===== src/rtl/gray_ptr_sync.sv =====
// Multi-stage synchronizer for a gray-coded FIFO pointer entering the local clock domain.
// Presents the synchronized gray value, its binary form, the forward step, an update pulse and a sticky error.
module gray_ptr_sync #(
   parameter int                WIDTH     = 4,
   parameter int                STAGES    = 2,
   parameter logic [WIDTH-1:0]  RESET_VAL = {WIDTH{1'b0}}
) (
   input  logic             clk,
   input  logic             rst,
   input  logic [WIDTH-1:0] iptr,
   input  logic             err_clr,
   output logic [WIDTH-1:0] optr,
   output logic [WIDTH-1:0] obin,
   output logic [WIDTH-1:0] ostep,
   output logic             oupd,
   output logic             oerr
);

   localparam logic [WIDTH-1:0] ONE = {{(WIDTH-1){1'b0}}, 1'b1};

   function automatic logic [WIDTH-1:0] gray2bin(input logic [WIDTH-1:0] g);
      logic [WIDTH-1:0] b;
      b[WIDTH-1] = g[WIDTH-1];
      for (int i = WIDTH - 2; i >= 0; i--) begin
         b[i] = b[i+1] ^ g[i];
      end
      return b;
   endfunction

   // More than one bit set iff clearing the lowest set bit leaves something behind.
   function automatic logic multi_bit(input logic [WIDTH-1:0] d);
      return ((d & (d - ONE)) != {WIDTH{1'b0}});
   endfunction

   localparam logic [WIDTH-1:0] RESET_BIN = gray2bin(RESET_VAL);

   logic [WIDTH-1:0] sync_r [STAGES];
   logic [WIDTH-1:0] gptr_prev_r;
   logic [WIDTH-1:0] bin_s;
   logic [WIDTH-1:0] diff_s;
   logic             multi_s;

   // Bare flop chain: nothing may sit between stages of a synchronizer.
   always_ff @(posedge clk) begin
      if (rst) begin
         for (int i = 0; i < STAGES; i++) begin
            sync_r[i] <= RESET_VAL;
         end
      end else begin
         sync_r[0] <= iptr;
         for (int i = 1; i < STAGES; i++) begin
            sync_r[i] <= sync_r[i-1];
         end
      end
   end

   assign optr = sync_r[STAGES-1];

   // Decode and change detection on the synchronized pointer.
   always_comb begin
      bin_s   = gray2bin(optr);
      diff_s  = optr ^ gptr_prev_r;
      multi_s = multi_bit(diff_s);
   end

   // Registered binary view, step and update pulse.
   always_ff @(posedge clk) begin
      if (rst) begin
         gptr_prev_r <= RESET_VAL;
         obin        <= RESET_BIN;
         ostep       <= {WIDTH{1'b0}};
         oupd        <= 1'b0;
      end else begin
         gptr_prev_r <= optr;
         obin        <= bin_s;
         ostep       <= bin_s - obin;
         oupd        <= (diff_s != {WIDTH{1'b0}});
      end
   end

   // Sticky error: a new illegal transition wins over a clear in the same cycle.
   always_ff @(posedge clk) begin
      if (rst) begin
         oerr <= 1'b0;
      end else if (multi_s) begin
         oerr <= 1'b1;
      end else if (err_clr) begin
         oerr <= 1'b0;
      end else begin
         oerr <= oerr;
      end
   end

endmodule


===== config.mk =====
export PLATFORM = sky130hd
export DESIGN_NAME = gray_ptr_sync
export DESIGN_NICKNAME = d
export VERILOG_FILES = /design/src/rtl/gray_ptr_sync.sv
export SDC_FILE = /design/constraint.sdc
export NUM_CORES = 1
export LEC_CHECK = 0
export BUFFER_PORTS_ARGS = -buffer_cell sky130_fd_sc_hd__buf_4
export CORE_UTILIZATION = 49
export CTS_CLUSTER_SIZE = 30
export DETAILED_ROUTE_END_ITERATION = 6
export PLACE_DENSITY = 0.75
export SYNTH_ARGS = -nofsm -noshare
export SYNTH_HDL_FRONTEND = slang
export SYNTH_SLANG_ARGS = --single-unit

===== constraint.sdc =====
create_clock -name clk -period 2.1 [get_ports clk]
set_input_delay 0.42 -clock clk [delete_from_list [all_inputs] [get_ports clk]]
set_output_delay 0.42 -clock clk [all_outputs]
set_load 0.01 [all_outputs]

---- After elaboration in Yosys (flattened, before gate mapping) ----
Memories as Yosys holds them, arrays and structs flattened.
Index checks and enable logic that the tools add are counted.
word-level totals
  register bits after elaboration ......... 14
  RAM bits ................................ 8
  bits of input ports ..................... 7
  output and inout bits ................... 14
  word-level logic and storage cells ...... 25
  memories ................................ 1
operators by class
  add/subtract/negate cells ............... 2
  multiplexer cells ....................... 7
  bitwise logic cells ..................... 7
  reductions and logical operators ........ 3
memories
  memory  depth  bits a word  rd ports  clocked after Yosys merged registers in  wr ports  RTL line  source
  sync_r  2      4            2         0                                        2         37        logic [WIDTH-1:0] sync_r [STAGES];
operators with widths
  kind                 count
  $mux 4               2
  $reduce_bool 4->1    2
  $mux 1               5
  $and 4x4->4          1
  $sub 4x1->4 const B  1
  $sub 4x4->4          1
  $xor 4x4->4          1
  $xor 1x1->1          3
  $or 1x1->1           2
  $reduce_bool 2->1    1

---- Longest topological paths before layout ----
  depth in word-level cells ............... 5
  mapped depth ............................ 8
  depth with buffers taken out ............ 8

---- Worst setup path before layout ----
Ideal clock, no wire load.
  path type ............................... reg-to-reg
  start ................................... memory sync_r[1][2], in the netlist sync_r[0][6]
  end ..................................... register ostep[2]
  setup time .............................. 0.114 ns
  data arrival time ....................... 1.701 ns
  required time ........................... 1.986 ns
  path slack .............................. 0.285 ns
  stages on the path, launching flop included .. 8
  buffers on the path ..................... 0
  period minus slack after synthesis ...... 1.815 ns
  cells stage by stage .................... dfxtp_1 > xor2_2 > xnor2_2 > xor2_2 > ha_1 > fa_1 > xor2_1 > nor2_1
RTL lines
  element               RTL line  source
  from (decl)           37
  to (signal assigned)  71        ostep <= {WIDTH{1'b0}};
  to (signal assigned)  76        ostep <= bin_s - obin;
  to (decl)             14        output logic [WIDTH-1:0] ostep,

==> results.yml <==
outcome:
  run_status: "complete, no violations"
synth:
  synth.distinct_cells: 22
  synth_edf_count: 0
  ys_seq_area_share_pct: 51.9
  synth.top_cells.by_area: "dfxtp_1, nor2b_1, buf_4"
  ys_ff_latch: 21
  netlist_top_cells_count: "dfxtp_1, nor2b_1, buf_4, nor2_1, inv_1"
  yosysWarnings: 0
  synth_top_area_cell: "dfxtp_1"
  synth_area_sq_um: 811
  yosysMostFrequentCell: "dfxtp_1"
  syn_inst: 73
  synth_fp_nets: 84
  synth_top_area_share_pct: 51.9
  synth_area_per_cell_sq_um: 11.1
  ys.flop_type: "dfxtp_1"
  async_reset_ff_share_pct: 0
routing:
  drt-vias-per-instance: 4.52
  wirelength_um: 990
  drc: 0
  num_vias: 479
  ant_nets: 0
  first_pass_iters: 2
  drt_iter0_drc: 5
  post_drt_wl_per_cell_um: 9.34
placement:
  dpl.hpwl_um: 741
  globalplace.congestion: 0.646
  numPortBuffers: 20
setup_path:
  worst_setup_path_start_kind: "flop"
  cp-startpoint: "sync_r[0][6]$_SDFF_PP0_"
  worst_path_most_repeated_cell: "xor2_2"
  cp.required_ns: 2.29
  r2r_cells: 7
  rr_endpoint: "ostep[2]$_SDFF_PP0_"
  critPathArrivalTime_ns: 2.14
  worstReg2RegStart: "sync_r[0][6]$_SDFF_PP0_"
  rrSetupSlack_ns: 0.15
  cpPeakStageDelay_ns: 0.38
  setup.worst_path.class: "flop to flop"
  end_kind: "flop"
  cp_max_fo: 4
  cp_cell_sequence: "xor2_2 > xnor2_2 > xor2_2 > ha_1 > fa_1 > xor2_1 > nor2_1"
  critPathSlowestCell: "fa_1"
timing:
  drv_slew: 0
  hold_ws_ns: 0.332
  hold_viol_final: 0
  tightest_slew_ns: 0.339
  finClkSkew_ns: 0.00159
  final-setup-viol-count: 0
  relSlewSlack_pct: 77.3
  rsz0062_at_grt: "false"
  period_needed_ns: 1.95
  fin_setup_tns_ns: 0
  fmax_ghz: 0.513
  finalCritPeriodShare_pct: 92.8
clocking:
  holdBufCountCts: 0
  clk_pin_slew_worst_paths_ns: 0.11
  clock_latency_ns: 0.29
  h-tree-depth: 1
  cts-resized-gates: 0
  numCtsBuffers: 3
  cts_setup_buffers: 0
  clk_path_buf_depth: 2
  cts_sinks: 21
  cts_tree: "done"
  clock-root-buffer: "clkbuf_4"
power:
  p_comb_share_pct: 17.4
  p_clk_share_pct: 24.2
  p_per_area_nw_per_um2: 789
  leakage_nw: 0.431
  p_int_mw: 0.572
  ir_worst_vdd_v: 0.000496
  switching_share_pct: 24.0
  pwr-share-seq_pct: 58.4
  switching_power_mw: 0.181
min_path:
  min_to: "sync_r[0][3]$_SDFF_PP0_"
  hold_class: "input port to flop"
  holdPathStages: 2
  hold_path.startpoint: "iptr[3]"
floorplanning:
  die_height_um: 42.7
  num_rows: 14
  die-area_sq_um: 1820
  io_pins: 21
  coreArea_sq_um: 1520
  die_x_um: 42.7
  start_util_pct: 53.2
flow_run:
  maxCapViolations: 0
cells_and_area:
  area_delta_synth_final_pct: 17.7
  antenna_cells: 0
  drive_gt1_share_pct: 31.1
  fin_nets: 102
global_routing:
  antenna_found_initial: 0
  grt_max_degree: 22
  grt_pass1_vias: 442
  grt.overflow.total: 0
  grt_pass1_wl_um: 1730
  grtUsageTotal_pct: 13.3
## metal layers
layer  track usage [%]  routed length (um)
met1              13.2                 452
met2              22.4                 493
met3              6.38                  44
met4              7.50                   0
met5                 0                   0
## cell families (layout without fill, tap and decap cells)
family | after synthesis | in the layout | share of synthesized area (%)
DFF | 21 | 21 | 51.9
and+or+nand+nor | 23 | 23 | 16.5
AOI/OAI and AO/OA | 5 | 5 | 3.55
xor gates and xnor gates | 8 | 8 | 11.4
buffers and inverters | 11 | 28 | 8.33
adders and majority gates | 5 | 5 | 8.33
## flip-flops by register name, summed over array words and instances, names as in the netlist
register,count
obin,4
sync_r,8
ostep,4
oerr,1
oupd,1
gptr_prev_r,3
## metrics by stage
| step | utilization [%] | power, mW | worst slack, ns | instances | cell area (sq um) |
|---|---|---|---|---|---|
| finish | 62.6 | 0.754 | 0.151 | 106 | 955 |
| global route | 62.6 | 0.808 | 0.0224 | 106 | 955 |
| CTS | 62.6 | 0.764 | 0.140 | 106 | 955 |
| detailed placement | 60.9 | 0.583 | 0.160 | 102 | 928 |
| global placement | 60.9 | 0.580 | 0.212 | 102 | 928 |
| floorplan | - | 0.535 | 0.285 | 73 | 811 |
## power by group through the flow
| stage | combinational, mW | sequential [mW] | clock, mW |
|---|---|---|---|
| 5_1_grt | 0.147 | 0.443 | 0.217 |
| 3_3_place_gp | 0.131 | 0.449 | 0 |
| 6_report | 0.131 | 0.440 | 0.182 |
| 2_1_floorplan | 0.0761 | 0.459 | 0 |
| 3_5_place_dp | 0.133 | 0.450 | 0 |
| 4_1_cts | 0.133 | 0.441 | 0.190 |
## cells in the final DEF, fill, tap and decap left out, drive strengths merged
cell type	netlist	routed
ha	3	3
nor2	6	6
xor2	5	5
maj3	1	1
a21oi	2	2
clkbuf	0	4
o21ai	1	1
fa	1	1
a21boi	1	1
nor2b	15	15
buf	7	20
nor3	1	1
inv	4	4
dfxtp	21	21
a31oi	1	1
nor3b	1	1
xnor2	3	3
## worst max-delay path: cells and delay by family, from the launching register on
family,cells,cell delay [ns]
XOR/XNOR,4,0.81
adder cells (fa/ha/maj),2,0.61
AND/OR/NAND/NOR,1,0.05
flip-flops,1,0.37
## worst max path at each step
stage | cells after the start | end
after detailed placement | 7 | ostep[2]$_SDFF_PP0_
after global placement | 7 | ostep[2]$_SDFF_PP0_
after CTS | 7 | ostep[2]$_SDFF_PP0_
after floorplan | 7 | ostep[2]$_SDFF_PP0_
after global routing | 8 | ostep[3]$_SDFF_PP0_
final | 7 | ostep[2]$_SDFF_PP0_
## layout make-up
| class | instances | area, sq um |
|---|---|---|
| Clock buffer | 4 | 26.3 |
| Fill cell | 133 | 569 |
| Inverter | 4 | 15.0 |
| Multi-Input combinational cell | 41 | 323 |
| Sequential cell | 21 | 420 |
| Tap cell | 16 | 20.0 |
| Timing Repair Buffer | 20 | 150 |
No activity file was read; power rests on OpenSTA's default activity.
